## src/rtl/sha256_msg_sched_ctrl.sv

```systemverilog
// SHA-256 message-schedule sequencer: loads 16 block words and streams W[0..63],
// computing W[16..63] through an external combinational sigma unit.
module sha256_msg_sched_ctrl #(
    parameter logic [1:0] OP_SIG0 = 2'b00,
    parameter logic [1:0] OP_SIG1 = 2'b01
) (
    input  logic        g_clk,
    input  logic        g_resetn,
    input  logic        start,
    input  logic        flush,
    output logic        busy,
    input  logic        in_valid,
    output logic        in_ready,
    input  logic [31:0] in_data,
    output logic        out_valid,
    input  logic        out_ready,
    output logic [31:0] out_data,
    output logic [5:0]  out_idx,
    output logic        out_last,
    output logic        fu_valid,
    output logic [1:0]  fu_op,
    output logic [31:0] fu_rs1,
    input  logic [31:0] fu_result
);

    localparam int unsigned W_DATA = 32;
    localparam int unsigned W_IDX  = 6;
    localparam int unsigned W_PTR  = 4;
    localparam int unsigned DEPTH  = 16;

    typedef enum logic [2:0] {
        ST_IDLE,
        ST_LOAD,
        ST_EMIT,
        ST_S1,
        ST_S0,
        ST_OUT
    } state_t;

    state_t              r_state;
    state_t              w_state_nxt;
    logic [W_DATA-1:0]   r_buf [DEPTH];
    logic [W_IDX-1:0]    r_t;
    logic [W_DATA-1:0]   r_acc;
    logic [W_DATA-1:0]   r_wreg;

    logic                w_in_hs;
    logic                w_out_hs;
    logic [W_PTR-1:0]    w_i0;
    logic [W_PTR-1:0]    w_im2;
    logic [W_PTR-1:0]    w_im7;
    logic [W_PTR-1:0]    w_im15;
    logic [W_DATA-1:0]   w_sum;

    // Circular-buffer taps; all index arithmetic wraps mod 16.
    assign w_i0     = r_t[W_PTR-1:0];
    assign w_im2    = w_i0 - 4'd2;
    assign w_im7    = w_i0 - 4'd7;
    assign w_im15   = w_i0 - 4'd15;
    assign w_sum    = r_acc + fu_result;
    assign w_in_hs  = in_valid && (r_state == ST_LOAD);
    assign w_out_hs = out_ready && ((r_state == ST_EMIT) || (r_state == ST_OUT));

    // State register
    always_ff @(posedge g_clk) begin
        if (!g_resetn) begin
            r_state <= ST_IDLE;
        end else begin
            r_state <= w_state_nxt;
        end
    end

    // Next-state logic; flush overrides every transition
    always_comb begin
        w_state_nxt = r_state;
        case (r_state)
            ST_IDLE: if (start)                          w_state_nxt = ST_LOAD;
            ST_LOAD: if (w_in_hs && (w_i0 == 4'd15))     w_state_nxt = ST_EMIT;
            ST_EMIT: if (w_out_hs && (w_i0 == 4'd15))    w_state_nxt = ST_S1;
            ST_S1:                                       w_state_nxt = ST_S0;
            ST_S0:                                       w_state_nxt = ST_OUT;
            ST_OUT: begin
                if (w_out_hs) begin
                    w_state_nxt = (r_t == 6'd63) ? ST_IDLE : ST_S1;
                end
            end
            default:                                     w_state_nxt = ST_IDLE;
        endcase
        if (flush) begin
            w_state_nxt = ST_IDLE;
        end
    end

    // Counter, accumulator and result register
    always_ff @(posedge g_clk) begin
        if (!g_resetn || flush) begin
            r_t    <= '0;
            r_acc  <= '0;
            r_wreg <= '0;
        end else begin
            case (r_state)
                ST_IDLE: r_t <= '0;
                ST_LOAD: begin
                    if (w_in_hs) begin
                        r_t <= (w_i0 == 4'd15) ? '0 : r_t + 6'd1;
                    end
                end
                ST_EMIT: begin
                    if (w_out_hs) begin
                        r_t <= r_t + 6'd1;
                    end
                end
                ST_S1: r_acc  <= fu_result + r_buf[w_im7] + r_buf[w_i0];
                ST_S0: r_wreg <= w_sum;
                ST_OUT: begin
                    if (w_out_hs) begin
                        r_t <= (r_t == 6'd63) ? '0 : r_t + 6'd1;
                    end
                end
                default: r_t <= '0;
            endcase
        end
    end

    // Word buffer is deliberately not reset; LOAD overwrites it before use
    always_ff @(posedge g_clk) begin
        if (g_resetn && !flush) begin
            if (w_in_hs) begin
                r_buf[w_i0] <= in_data;
            end else if (r_state == ST_S0) begin
                r_buf[w_i0] <= w_sum;
            end
        end
    end

    // Output decode from the registered state
    always_comb begin
        busy      = 1'b0;
        in_ready  = 1'b0;
        out_valid = 1'b0;
        out_data  = '0;
        out_idx   = '0;
        out_last  = 1'b0;
        fu_valid  = 1'b0;
        fu_op     = '0;
        fu_rs1    = '0;
        case (r_state)
            ST_IDLE: ;
            ST_LOAD: begin
                busy     = 1'b1;
                in_ready = 1'b1;
            end
            ST_EMIT: begin
                busy      = 1'b1;
                out_valid = 1'b1;
                out_data  = r_buf[w_i0];
                out_idx   = r_t;
            end
            ST_S1: begin
                busy     = 1'b1;
                fu_valid = 1'b1;
                fu_op    = OP_SIG1;
                fu_rs1   = r_buf[w_im2];
            end
            ST_S0: begin
                busy     = 1'b1;
                fu_valid = 1'b1;
                fu_op    = OP_SIG0;
                fu_rs1   = r_buf[w_im15];
            end
            ST_OUT: begin
                busy      = 1'b1;
                out_valid = 1'b1;
                out_data  = r_wreg;
                out_idx   = r_t;
                out_last  = (r_t == 6'd63);
            end
            default: ;
        endcase
    end

endmodule
```

## config.mk

```make
export PLATFORM = sky130hd
export DESIGN_NAME = sha256_msg_sched_ctrl
export DESIGN_NICKNAME = d
export VERILOG_FILES = /design/src/rtl/sha256_msg_sched_ctrl.sv
export SDC_FILE = /design/constraint.sdc
export NUM_CORES = 1
export LEC_CHECK = 0
export BUFFER_PORTS_ARGS = -buffer_cell sky130_fd_sc_hd__buf_2
export CORE_MARGIN = 2
export CORE_UTILIZATION = 62
export CTS_BUF_LIST = sky130_fd_sc_hd__clkbuf_8
export CTS_CLUSTER_DIAMETER = 30
export DETAILED_ROUTE_END_ITERATION = 7
export MAX_ROUTING_LAYER = met4
export PLACE_DENSITY = 0.8
export SLEW_MARGIN = 20
export SYNTH_ARGS = -nofsm -noshare
export SYNTH_HDL_FRONTEND = slang
export SYNTH_SLANG_ARGS = --single-unit
```

## constraint.sdc

```tcl
create_clock -name g_clk -period 14.9 [get_ports g_clk]
set_input_delay 0.745 -clock g_clk [delete_from_list [all_inputs] [get_ports g_clk]]
set_output_delay 0.745 -clock g_clk [all_outputs]
set_load 0.005 [all_outputs]
```

==> summary.md <==
| Metric | Value |
|---|---|
| Status | finished, final reports clean |
| Fin nets | 2635 |
| Max-cap check violation count | 0 |
| Setup TNS | 0 ns |
| Rel. slew slack | 20.9% |
| H-Tree Level Count | 3 |
| Fin cells | 3328 |
| Area grow syn2layout | 11.8% |
| Root Driver | clkbuf_8 |
| Rows | 87 |
| CTS tree | built |
| Worst slew pin tran | 1.18 ns |
| Critical Path Fanout Max | 62 |
| R2r setup slk | 8.08 ns |
| Max stage delay on crit path | 0.87 ns |
| Critical path depth | 20 |
| Capture point of the worst path | r_acc[27]$_SDFFE_PP0P_ |
| Post-DR wirelength/cell | 32.2 µm |
| WP buf/inv | 3 |
| Core area | 56200 µm² |
| Synth top cells by count | 512 x edfxtp_1, 450 x mux4_2, 205 x nand2_1 |
| Synth Cell Area | 35100 µm² |
| Max-slew violations | 0 |
| Clk sinks | 589 |
| Top Ports | 147 |
| First-pass GRT wire length | 158000 µm |
| Seq/Total Area, Yosys | 48.1% |
| Worst hold path type | input port to flip-flop |
| Hold_buf cts | 0 |
| Power Density | 98.3 nW/µm² |
| Global Route Usage Sum | 38.0% |
| Final WL | 107000 µm |
| Critical path origin | r_t[0]$_SDFFE_PP0P_ |
| Total CTS buffers | 115 |
| Largest net degree at the start of global routing | 107 |
| Cell taking the most area after synthesis | edfxtp_1 |
| Share of cells above drive strength 1 | 36.4% |
| DR vias/cell | 7.52 |
| Detailed Place HPWL | 67100 µm |
| Final worst-path cycle share | 45.8% |
| Reg-to-Reg Start | r_t[0]$_SDFFE_PP0P_ |
| Syn. warnings | 0 |
| Die height | 242 µm |
| Minimum clock period | 6.82 ns |
| Routability Congestion | 1.02 |
| Initial DRC Count | 3727 |
| Post CTS Setup Buffer Count | 0 |
| Clk buf depth | 3 |
| Port buffer count | 145 |
| Synthesized flop and latch total | 589 |
| RSZ-0062 raised after global routing | no |
| Setup violators final | 0 |
| Top cell type's share of synthesized area | 43.7% |
| Clock skew | 0.0337 ns |
| Leading cell type by number of instances after synthesis | edfxtp_1 |
| Worst Path Class, Setup | flip-flop to flip-flop |
| R2R depth | 20 |
| Top FF cell, synth | edfxtp_1 |
| Initial core utilization | 62.6% |
| Worst VDD drop | 0.0740 mV |
| Clock transition at the registers of the reported paths | 0.06 ns |
| Drt first pass iters | 5 |
| Synth Net Count | 2488 |
| Initial antenna violation count | 8 |
| CP Cell Sequence | inv_1 > ha_4 > buf_4 > buf_4 > mux4_2 > mux2_2 > nor2_1 > a21oi_1 > fa_1 > ha_1 > fa_1 > a211oi_1 > nor2_1 > o221ai_2 > a21oi_2 > o221ai_2 > o21ai_1 > a221oi_1 > xor2_1 > o21ai_1 |
| Leakage Power | 12.9 nW |
| DRC | 0 |
| Inst Count DP | 3103 |
| WP data required | 15.51 ns |
| Max Freq | 0.147 GHz |
| Grt total ovfl | 0 |
| Die area | 58600 µm² |
| Setup crit start kind | flip-flop |
| Crit path DAT | 7.44 ns |
| Clock latency on the worst-skew pair | 0.75 ns |
| Synth unique cells | 72 |
| Mapped Cells | 2317 |
| Vias | 25000 |
| CP max-delay cell | buf_4 |
| Reg-to-Reg End | r_acc[27]$_SDFFE_PP0P_ |
| Final hold vios | 0 |
| Synth top area cells | edfxtp_1 44%, mux4_2 29%, dfxtp_1 4.4%, ha_1 2.4%, a21oi_1 2.2% |
| Vias in the first global route | 24700 |
| Critical Path End Type | flip-flop |
| Syn_area_per_cell | 15.2 µm² |
| Ys async rst share | 0% |
| Final ANT Viol Nets | 0 |
| Die X | 242 µm |
| Final Power | 0.00386 W |
| Post-CTS sizing | 0 |
| Fin Hold WS | 0.405 ns |
| Post-synth EDFFs | 512 |
| Top delay family on crit path | adder cells |
-- worst min-delay path by stage --
stage	cells after the start	start	to	slack (ns)
after floorplan	2	r_wreg[28]$_SDFFE_PP0P_	r_wreg[28]$_SDFFE_PP0P_	0.43
after global placement	1	r_wreg[31]$_SDFFE_PP0P_	r_wreg[31]$_SDFFE_PP0P_	0.43
after detailed placement	2	r_wreg[27]$_SDFFE_PP0P_	r_wreg[27]$_SDFFE_PP0P_	0.45
after CTS	4	in_valid	r_state[2]$_SDFFE_PP0P_	0.37
after global routing	4	in_valid	r_state[2]$_SDFFE_PP0P_	0.45
final	4	in_valid	r_state[2]$_SDFFE_PP0P_	0.40
-- tightest hold or removal path, stage by stage --
cell and delay, ns:
buf_2 0.10, mux2i_1 0.08, nand3_1 0.08, a31oi_1 0.08
-- stage by stage --
step                instance area (µm²)  util [%]  setup WS (ns)
detailed placement                36700      65.4           7.84
floorplan                         35100         -           8.95
CTS                               39300      69.9           7.80
global route                      39300      70.0           7.66
global placement                  36700      65.4           7.93
finish                            39300      70.0           8.08
-- cells by family (layout without fill, tap and decap cells) --
| kind of cell | count (synthesis) | in the layout | synth area share (%) |
|---|---|---|---|
| flip-flops | 589 | 589 | 48.1 |
| multiplexers | 514 | 514 | 30.8 |
| AND/OR/NAND/NOR | 446 | 446 | 5.48 |
| AO/OA/AOI/OAI | 407 | 407 | 7.38 |
| buffers and inverters | 200 | 445 | 2.44 |
| adder cells (fa/ha/maj) | 101 | 101 | 4.30 |
| XOR/XNOR | 59 | 59 | 1.49 |
| other | 1 | 11 | 0.0107 |
-- cells in the final DEF, fill, tap and decap left out, drive strengths merged, types with 4 or more instances in the layout --
master	count
and2	6
o21a	10
o21bai	6
inv	50
nand4	8
diode	10
nor2	135
a41oi	4
nor2b	8
dfxtp	77
ha	68
clkinvlp	19
edfxtp	512
nand3b	5
xor2	36
mux2	31
xnor2	23
nand2b	12
bufinv	12
a31oi	11
o31ai	4
mux2i	33
nor3	13
mux4	450
fa	33
clkbuf	118
a22o	35
a21o	43
a31o	4
a211oi	14
clkinv	39
o211ai	7
nand2	206
nor4	4
nand3	29
buf	207
o21ai	89
and3	6
a21oi	158
or3	4
-- power by group --
part	leakage (nW)	switching, W	internal, W
clock	1.29	0.000790	0.000977
combinational	6.36	0.000178	0.000123
sequential	5.22	0.00000282	0.00179
-- per-layer routing --
metal  up-vias  track usage, %  share of wire (%)
li1       9839               -                  -
met2      2334            55.0                 46
met3       365            11.6                 15
met4         0            17.9                4.7
met1     12500            49.9                 34
met5         -               -                  0
-- cell type report --
| cell class | count | area, µm² |
|---|---|---|
| Clock buffer | 118 | 1620 |
| Clock inverter | 97 | 915 |
| Multi-Input combinational cell | 1528 | 17600 |
| Inverter | 23 | 86.3 |
| Antenna cell | 10 | 25.0 |
| Sequential cell | 589 | 16900 |
| Tap cell | 756 | 946 |
| Timing Repair Buffer | 207 | 1210 |
| Fill cell | 3506 | 16900 |
-- registers in the layout, indices dropped and copies added (netlist names), named ones only --
name and flops:
r_buf 512, r_acc 32, r_wreg 32, r_t 6
r_state 3
Note: power is estimated with default switching activity, not from simulation.
